### config.mk
export PLATFORM = sky130hd
export DESIGN_NAME = hack_kbd_ps2
export DESIGN_NICKNAME = d
export VERILOG_FILES = /design/src/rtl/hack_kbd_pkg.sv /design/src/rtl/hack_ps2_rx.sv /design/src/rtl/hack_kbd_ps2.sv
export SDC_FILE = /design/constraint.sdc
export NUM_CORES = 1
export LEC_CHECK = 0
export CAP_MARGIN = 20
export CORE_MARGIN = 8
export CORE_UTILIZATION = 40
export CTS_BUF_LIST = sky130_fd_sc_hd__clkbuf_8
export DETAILED_ROUTE_END_ITERATION = 10
export DONT_BUFFER_PORTS = 1
export PLACE_DENSITY = 0.55
export SYNTH_ARGS = -nofsm -noshare
export SYNTH_HDL_FRONTEND = slang
export SYNTH_SLANG_ARGS = --single-unit
### constraint.sdc
create_clock -name clk -period 3.5 [get_ports clk]
set_input_delay 1.05 -clock clk [delete_from_list [all_inputs] [get_ports clk]]
set_output_delay 1.05 -clock clk [all_outputs]
set_load 0.01 [all_outputs]
### src/rtl/hack_kbd_pkg.sv
// rtl/hack_kbd_pkg.sv - Hack key codes, scan-code prefixes and PS/2 frame state encoding
package hack_kbd_pkg;

  localparam logic [7:0] SC_BREAK = 8'hF0;
  localparam logic [7:0] SC_EXT   = 8'hE0;

  localparam logic [15:0] KEY_SPACE = 16'd32;
  localparam logic [15:0] KEY_ENTER = 16'd128;
  localparam logic [15:0] KEY_BKSP  = 16'd129;
  localparam logic [15:0] KEY_LEFT  = 16'd130;
  localparam logic [15:0] KEY_UP    = 16'd131;
  localparam logic [15:0] KEY_RIGHT = 16'd132;
  localparam logic [15:0] KEY_DOWN  = 16'd133;
  localparam logic [15:0] KEY_HOME  = 16'd134;
  localparam logic [15:0] KEY_END   = 16'd135;
  localparam logic [15:0] KEY_DEL   = 16'd139;
  localparam logic [15:0] KEY_ESC   = 16'd140;

  typedef enum logic [1:0] {
    RX_IDLE,
    RX_DATA,
    RX_PARITY,
    RX_STOP
  } rx_state_e;

endpackage

### src/rtl/hack_ps2_rx.sv
// rtl/hack_ps2_rx.sv - PS/2 receiver: synchronisers, clock glitch filter, frame FSM and inter-edge timeout
module hack_ps2_rx
  import hack_kbd_pkg::*;
#(
  parameter int CLK_HZ     = 16000000,
  parameter int TIMEOUT_US = 200,
  parameter int FILTER_LEN = 4
) (
  input  logic       clk,
  input  logic       reset_n,
  input  logic       ps2_clk,
  input  logic       ps2_data,
  output logic [7:0] rx_byte,
  output logic       byte_done,
  output logic       rx_error
);

  // product exceeds 32 bits at realistic clock rates, so compute in 64
  localparam int TO_CYC = int'((64'(TIMEOUT_US) * 64'(CLK_HZ)) / 64'd1000000);
  localparam int TO_W   = $clog2(TO_CYC + 1);
  localparam int FL_W   = $clog2(FILTER_LEN + 1);

  logic clk_s1_q, clk_s1_d, clk_s2_q, clk_s2_d;
  logic dat_s1_q, dat_s1_d, dat_s2_q, dat_s2_d;
  logic filt_q, filt_d, fall_q, fall_d;
  logic [FL_W-1:0] fcnt_q, fcnt_d;

  rx_state_e state_q, state_d;
  logic [2:0] bit_cnt_q, bit_cnt_d;
  logic [7:0] shift_q, shift_d, byte_q, byte_d;
  logic par_q, par_d, done_q, done_d, err_q, err_d;
  logic [TO_W-1:0] timer_q, timer_d;

  // two-flop synchronisers; idle PS/2 lines are high
  always_comb begin
    clk_s1_d = ps2_clk;
    clk_s2_d = clk_s1_q;
    dat_s1_d = ps2_data;
    dat_s2_d = dat_s1_q;
  end

  // accept a clock level change only after FILTER_LEN consecutive differing samples
  always_comb begin
    filt_d = filt_q;
    fcnt_d = '0;
    fall_d = 1'b0;
    if (clk_s2_q != filt_q) begin
      if (fcnt_q == FL_W'(FILTER_LEN - 1)) begin
        filt_d = clk_s2_q;
        fall_d = filt_q;
      end else begin
        fcnt_d = fcnt_q + FL_W'(1);
      end
    end
  end

  // frame FSM advances on each filtered falling edge; the timer aborts stalled frames
  always_comb begin
    state_d   = state_q;
    bit_cnt_d = bit_cnt_q;
    shift_d   = shift_q;
    par_d     = par_q;
    byte_d    = byte_q;
    done_d    = 1'b0;
    err_d     = 1'b0;
    timer_d   = '0;
    if (fall_q) begin
      case (state_q)
        RX_IDLE: begin
          if (!dat_s2_q) begin
            state_d   = RX_DATA;
            bit_cnt_d = 3'd0;
          end
        end
        RX_DATA: begin
          shift_d   = {dat_s2_q, shift_q[7:1]};
          bit_cnt_d = bit_cnt_q + 3'd1;
          if (bit_cnt_q == 3'd7) state_d = RX_PARITY;
        end
        RX_PARITY: begin
          par_d   = dat_s2_q;
          state_d = RX_STOP;
        end
        RX_STOP: begin
          state_d = RX_IDLE;
          if (dat_s2_q && (^{shift_q, par_q})) begin
            done_d = 1'b1;
            byte_d = shift_q;
          end else begin
            err_d = 1'b1;
          end
        end
        default: state_d = RX_IDLE;
      endcase
    end else if (state_q != RX_IDLE) begin
      if (timer_q == TO_W'(TO_CYC - 1)) begin
        err_d   = 1'b1;
        state_d = RX_IDLE;
      end else begin
        timer_d = timer_q + TO_W'(1);
      end
    end
  end

  // state registers
  always_ff @(posedge clk or negedge reset_n) begin
    if (!reset_n) begin
      clk_s1_q  <= 1'b1;
      clk_s2_q  <= 1'b1;
      dat_s1_q  <= 1'b1;
      dat_s2_q  <= 1'b1;
      filt_q    <= 1'b1;
      fcnt_q    <= '0;
      fall_q    <= 1'b0;
      state_q   <= RX_IDLE;
      bit_cnt_q <= 3'd0;
      shift_q   <= 8'd0;
      par_q     <= 1'b0;
      byte_q    <= 8'd0;
      done_q    <= 1'b0;
      err_q     <= 1'b0;
      timer_q   <= '0;
    end else begin
      clk_s1_q  <= clk_s1_d;
      clk_s2_q  <= clk_s2_d;
      dat_s1_q  <= dat_s1_d;
      dat_s2_q  <= dat_s2_d;
      filt_q    <= filt_d;
      fcnt_q    <= fcnt_d;
      fall_q    <= fall_d;
      state_q   <= state_d;
      bit_cnt_q <= bit_cnt_d;
      shift_q   <= shift_d;
      par_q     <= par_d;
      byte_q    <= byte_d;
      done_q    <= done_d;
      err_q     <= err_d;
      timer_q   <= timer_d;
    end
  end

  assign rx_byte   = byte_q;
  assign byte_done = done_q;
  assign rx_error  = err_q;

endmodule

### src/rtl/hack_kbd_ps2.sv
// rtl/hack_kbd_ps2.sv - PS/2 set-2 decoder producing the Hack kbd word; optional HACK_KBD_SHIFT_EN gives shift-aware letters
module hack_kbd_ps2
  import hack_kbd_pkg::*;
#(
  parameter int CLK_HZ     = 16000000,
  parameter int TIMEOUT_US = 200,
  parameter int FILTER_LEN = 4
) (
  input  logic        clk,
  input  logic        reset_n,
  input  logic        ps2_clk,
  input  logic        ps2_data,
  output logic [15:0] kbd,
  output logic        key_valid,
  output logic        rx_error
);

  logic [7:0]  rx_byte;
  logic        byte_done;
  logic        brk_q, brk_d, ext_q, ext_d, kv_q, kv_d;
  logic [15:0] kbd_q, kbd_d, code, make_code;
  logic        brk_hit;

  hack_ps2_rx #(
    .CLK_HZ    (CLK_HZ),
    .TIMEOUT_US(TIMEOUT_US),
    .FILTER_LEN(FILTER_LEN)
  ) u_rx (
    .clk      (clk),
    .reset_n  (reset_n),
    .ps2_clk  (ps2_clk),
    .ps2_data (ps2_data),
    .rx_byte  (rx_byte),
    .byte_done(byte_done),
    .rx_error (rx_error)
  );

  // set-2 to Hack translation; letters come out upper case, 0 means unknown
  always_comb begin
    code = 16'd0;
    if (ext_q) begin
      case (rx_byte)
        8'h6B: code = KEY_LEFT;
        8'h75: code = KEY_UP;
        8'h74: code = KEY_RIGHT;
        8'h72: code = KEY_DOWN;
        8'h6C: code = KEY_HOME;
        8'h69: code = KEY_END;
        8'h71: code = KEY_DEL;
        default: code = 16'd0;
      endcase
    end else begin
      case (rx_byte)
        8'h1C: code = 16'd65;  8'h32: code = 16'd66;  8'h21: code = 16'd67;
        8'h23: code = 16'd68;  8'h24: code = 16'd69;  8'h2B: code = 16'd70;
        8'h34: code = 16'd71;  8'h33: code = 16'd72;  8'h43: code = 16'd73;
        8'h3B: code = 16'd74;  8'h42: code = 16'd75;  8'h4B: code = 16'd76;
        8'h3A: code = 16'd77;  8'h31: code = 16'd78;  8'h44: code = 16'd79;
        8'h4D: code = 16'd80;  8'h15: code = 16'd81;  8'h2D: code = 16'd82;
        8'h1B: code = 16'd83;  8'h2C: code = 16'd84;  8'h3C: code = 16'd85;
        8'h2A: code = 16'd86;  8'h1D: code = 16'd87;  8'h22: code = 16'd88;
        8'h35: code = 16'd89;  8'h1A: code = 16'd90;
        8'h45: code = 16'd48;  8'h16: code = 16'd49;  8'h1E: code = 16'd50;
        8'h26: code = 16'd51;  8'h25: code = 16'd52;  8'h2E: code = 16'd53;
        8'h36: code = 16'd54;  8'h3D: code = 16'd55;  8'h3E: code = 16'd56;
        8'h46: code = 16'd57;
        8'h29: code = KEY_SPACE;
        8'h5A: code = KEY_ENTER;
        8'h66: code = KEY_BKSP;
        8'h76: code = KEY_ESC;
        default: code = 16'd0;
      endcase
    end
  end

`ifdef HACK_KBD_SHIFT_EN
  logic shift_q, shift_d, is_letter, is_shift;

  // lower-case letters unless shift is held; a break releases either case
  always_comb begin
    is_letter = (code >= 16'd65) && (code <= 16'd90);
    is_shift  = !ext_q && ((rx_byte == 8'h12) || (rx_byte == 8'h59));
    make_code = (is_letter && !shift_q) ? code + 16'd32 : code;
    brk_hit   = (kbd_q == code) || (is_letter && (kbd_q == code + 16'd32));
    shift_d   = shift_q;
    if (byte_done && is_shift) shift_d = !brk_q;
  end

  // shift-held flag
  always_ff @(posedge clk or negedge reset_n) begin
    if (!reset_n) shift_q <= 1'b0;
    else          shift_q <= shift_d;
  end
`else
  // letters are always upper case; only an exact code match releases
  always_comb begin
    make_code = code;
    brk_hit   = (kbd_q == code);
  end
`endif

  // prefix flags and kbd update on each received byte
  always_comb begin
    brk_d = brk_q;
    ext_d = ext_q;
    kbd_d = kbd_q;
    if (byte_done) begin
      if (rx_byte == SC_BREAK) begin
        brk_d = 1'b1;
      end else if (rx_byte == SC_EXT) begin
        ext_d = 1'b1;
      end else begin
        brk_d = 1'b0;
        ext_d = 1'b0;
        if (code != 16'd0) begin
          if (!brk_q)       kbd_d = make_code;
          else if (brk_hit) kbd_d = 16'd0;
        end
      end
    end
    kv_d = (kbd_d != kbd_q);
  end

  // decode registers
  always_ff @(posedge clk or negedge reset_n) begin
    if (!reset_n) begin
      brk_q <= 1'b0;
      ext_q <= 1'b0;
      kbd_q <= 16'd0;
      kv_q  <= 1'b0;
    end else begin
      brk_q <= brk_d;
      ext_q <= ext_d;
      kbd_q <= kbd_d;
      kv_q  <= kv_d;
    end
  end

  assign kbd       = kbd_q;
  assign key_valid = kv_q;

endmodule
==> flow_metrics.env <==
export IMPL_start_util=0.408
export IMPL_post_cts_setup_buffers=0
export IMPL_yosys_warnings=0
export IMPL_numCtsBuffers=9
export IMPL_worst_slew_pin_slew_ps=737
export IMPL_syn_area_sq_um=4150
export IMPL_tns_ps=0
export IMPL_status="complete, no violations"
export IMPL_synthCells=447
export IMPL_p_per_area_nw_per_um2=323
export IMPL_cts_tree="built"
export IMPL_dp_hpwl_microns=7110
export IMPL_ys_top_cells_by_count="dfrtp_1, nand2_1, nor2_1, a21oi_1, a31oi_1"
export IMPL_crit_type="flop to flop"
export IMPL_fp_row_count=37
export IMPL_synth_edf_count=0
export IMPL_gp_congestion=0.957
export IMPL_ios=22
export IMPL_rrSetupSlack_ps=250
export IMPL_max_stage_delay_ps=530
export IMPL_grt_pass1_vias=3354
export IMPL_min_period_ps=3250
export IMPL_finalNetCount=469
export IMPL_timing_critical_path_buf_inv=2
export IMPL_rr_worst_depth=10
export IMPL_cp_startpoint="u_rx.rx_byte[1]"
export IMPL_r2r_start="u_rx.rx_byte[1]"
export IMPL_cts_sinks=64
export IMPL_critical_path_slowest_cell="dfrtp_1"
export IMPL_synth_area_leader_cell="dfrtp_1"
export IMPL_reg2reg_to="kbd[8]"
export IMPL_async_flop_share=1.00
export IMPL_met1_length_microns=4240
export IMPL_synth_distinct_cells=68
export IMPL_grt_pass1_wl_microns=16400
export IMPL_wl_microns=9720
export IMPL_crit_cells=10
export IMPL_dieArea_sq_um=13900
export IMPL_fillers=1003
export IMPL_hold_buffers=0
export IMPL_place_area_sq_um=4310
export IMPL_core_sq_um=10200
export IMPL_fmax_mhz=308
export IMPL_crit_family="compound AO/OA/AOI/OAI gates"
export IMPL_path_max_fanout=16
export IMPL_clockRootBuffer="clkbuf_8"
export IMPL_port_buffers=0
export IMPL_insertion_delay_ps=330
export IMPL_top_layer="met4"
export IMPL_dr_pass1_iters=5
export IMPL_synthMostInstantiatedCell="dfrtp_1"
export IMPL_final_hold_viol_count=0
export IMPL_wl_met2_microns=4680
export IMPL_areaGrowthSynthToFinish_pct=8.83
export IMPL_period_share=0.927
export IMPL_hp_class="flop to flop"
export IMPL_rsz0062_at_grt="no"
export IMPL_ys_seq_area_frac=0.387
export IMPL_maxSlewViolCount=0
export IMPL_leakagePower_uw=0.00194
export IMPL_synth_area_leaders="dfrtp_1, ha_1, mux2_2, nand2_1, xnor2_1"
export IMPL_setup_viol=0
export IMPL_crit_end="kbd[8]"
export IMPL_clkTransAtPathRegs_ps=70
export IMPL_peakVddDrop_mv=0.290
export IMPL_postRouteAntennaNets=0
export IMPL_synth_top_area_share=0.355
export IMPL_die_h_microns=118
export IMPL_ys_ff_latch=64
export IMPL_grt_overflow_total=0
export IMPL_slew_headroom=0.509
export IMPL_worst_setup_path_start_kind="flop"
export IMPL_antenna_cells=0
export IMPL_syn_nets=466
export IMPL_worstPathRequired_ps=3700
export IMPL_track_usage=0.141
export IMPL_end_kind="flop"
export IMPL_yosys_most_used_dff="dfrtp_1"
export IMPL_crit_chain="inv_1, ha_1, mux2_4, a311oi_4, nor3_2, a2111oi_2, nand4_1, o41ai_4, buf_4, a21boi_0"
export IMPL_cts_resized=0
export IMPL_dr_total_vias=3322
export IMPL_via_per_inst=5.62
export IMPL_grt_start_max_net_pins=65
export IMPL_die_w_microns=118
export IMPL_antenna_found_initial=0
export IMPL_arrival_ps=3440
export IMPL_htree_levels=3
export IMPL_met3WireLength_microns=597
export IMPL_final_area_sq_um=4520
export IMPL_drc=0
export IMPL_drv_cap=0
export IMPL_drtIter0Drc=233
export IMPL_clk_path_buf_depth=2
export IMPL_layout_drive_gt1_share=0.141
export IMPL_syn_area_per_cell_sq_um=9.29
export IMPL_wire_per_inst_microns=16.4
export IMPL_fin_skew_ps=10.9
==> worst min-delay path by stage <==
stage                        startpoint             to  slack, ps  depth (start not counted)
after global routing      u_rx.dat_s1_q  u_rx.dat_s2_q        360                          0
after detailed placement  u_rx.dat_s1_q  u_rx.dat_s2_q        350                          0
after floorplan           u_rx.clk_s1_q  u_rx.clk_s2_q        350                          0
after global placement    u_rx.dat_s1_q  u_rx.dat_s2_q        350                          0
final                     u_rx.dat_s1_q  u_rx.dat_s2_q        360                          0
after CTS                 u_rx.dat_s1_q  u_rx.dat_s2_q        360                          0
==> placed cells by master (no fill, tap or decap), types with 9 or more instances in the layout <==
cell,count
nor3_1,14
xnor2_1,16
a31oi_1,17
buf_4,15
mux2_2,16
nor2_1,32
dfrtp_1,59
nand3_1,9
nor2b_1,16
inv_1,14
clkbuf_8,11
ha_1,15
a21oi_1,21
o21ai_0,15
nand2_1,40
==> kinds of logic (layout without fill, tap and decap cells) <==
family                   Yosys count  after routing  share of synthesized area
flip-flops                        64             64                      0.387
AND/OR/NAND/NOR                  170            170                      0.213
AO/OA/AOI/OAI                    115            115                      0.201
XOR/XNOR                          24             24                     0.0506
adder cells (fa/ha/maj)           15             15                     0.0452
buffers and inverters             36             44                     0.0413
multiplexers                      23             23                     0.0614
==> state kept, by name (all words and copies together), names as in the netlist, 2 cells and up <==
signal	flops
u_rx.fcnt_q	3
u_rx.timer_q	12
kbd	16
u_rx.rx_byte	8
u_rx.shift_q	8
u_rx.bit_cnt_q	3
u_rx.state_q	2
==> power by group <==
group / internal, uW / total, uW / switching, uW / leakage, uW
Clock: 367 / 641 / 275 / 0.000107
Sequential: 765 / 779 / 14.1 / 0.000875
Combinational: 21.9 / 41.8 / 19.9 / 0.000956
Total: 1150 / 1460 / 309 / 0.00194
==> worst register-to-register path, delay by kind of cell, from the launching register on <==
family	cells	cell delay, ps
compound gates	4	1210
fa+ha+maj	1	380
buf+inv	2	420
flops	1	530
mux	1	320
simple gates	2	270
==> area by class of cell <==
class | count | area [sq um] | share of cell area
tap | 136 | 170 | 0.0376
timing repair buffer | 15 | 113 | 0.0249
multi-input combinational | 347 | 2370 | 0.525
clock buffer | 11 | 151 | 0.0335
clock inverter | 5 | 55.1 | 0.0122
inverter | 13 | 48.8 | 0.0108
sequential | 64 | 1610 | 0.356
==> stage by stage <==
stage	utilization	power, uW	worst slack (ps)	instances	hold WS (ps)
floorplan	-	825	573	447	345
global placement	0.424	831	289	575	346
detailed placement	0.424	835	262	575	347
CTS	0.444	1490	248	591	359
global route	0.444	1540	25.5	591	360
finish	0.444	1460	255	591	357
==> metal layers <==
layer	global-route usage	vias up
met1	0.170	1584
met4	0.0544	0
met5	0	-
met2	0.232	89
li1	-	1636
met3	0.0427	13
Note: power is estimated with default switching activity, not from simulation.
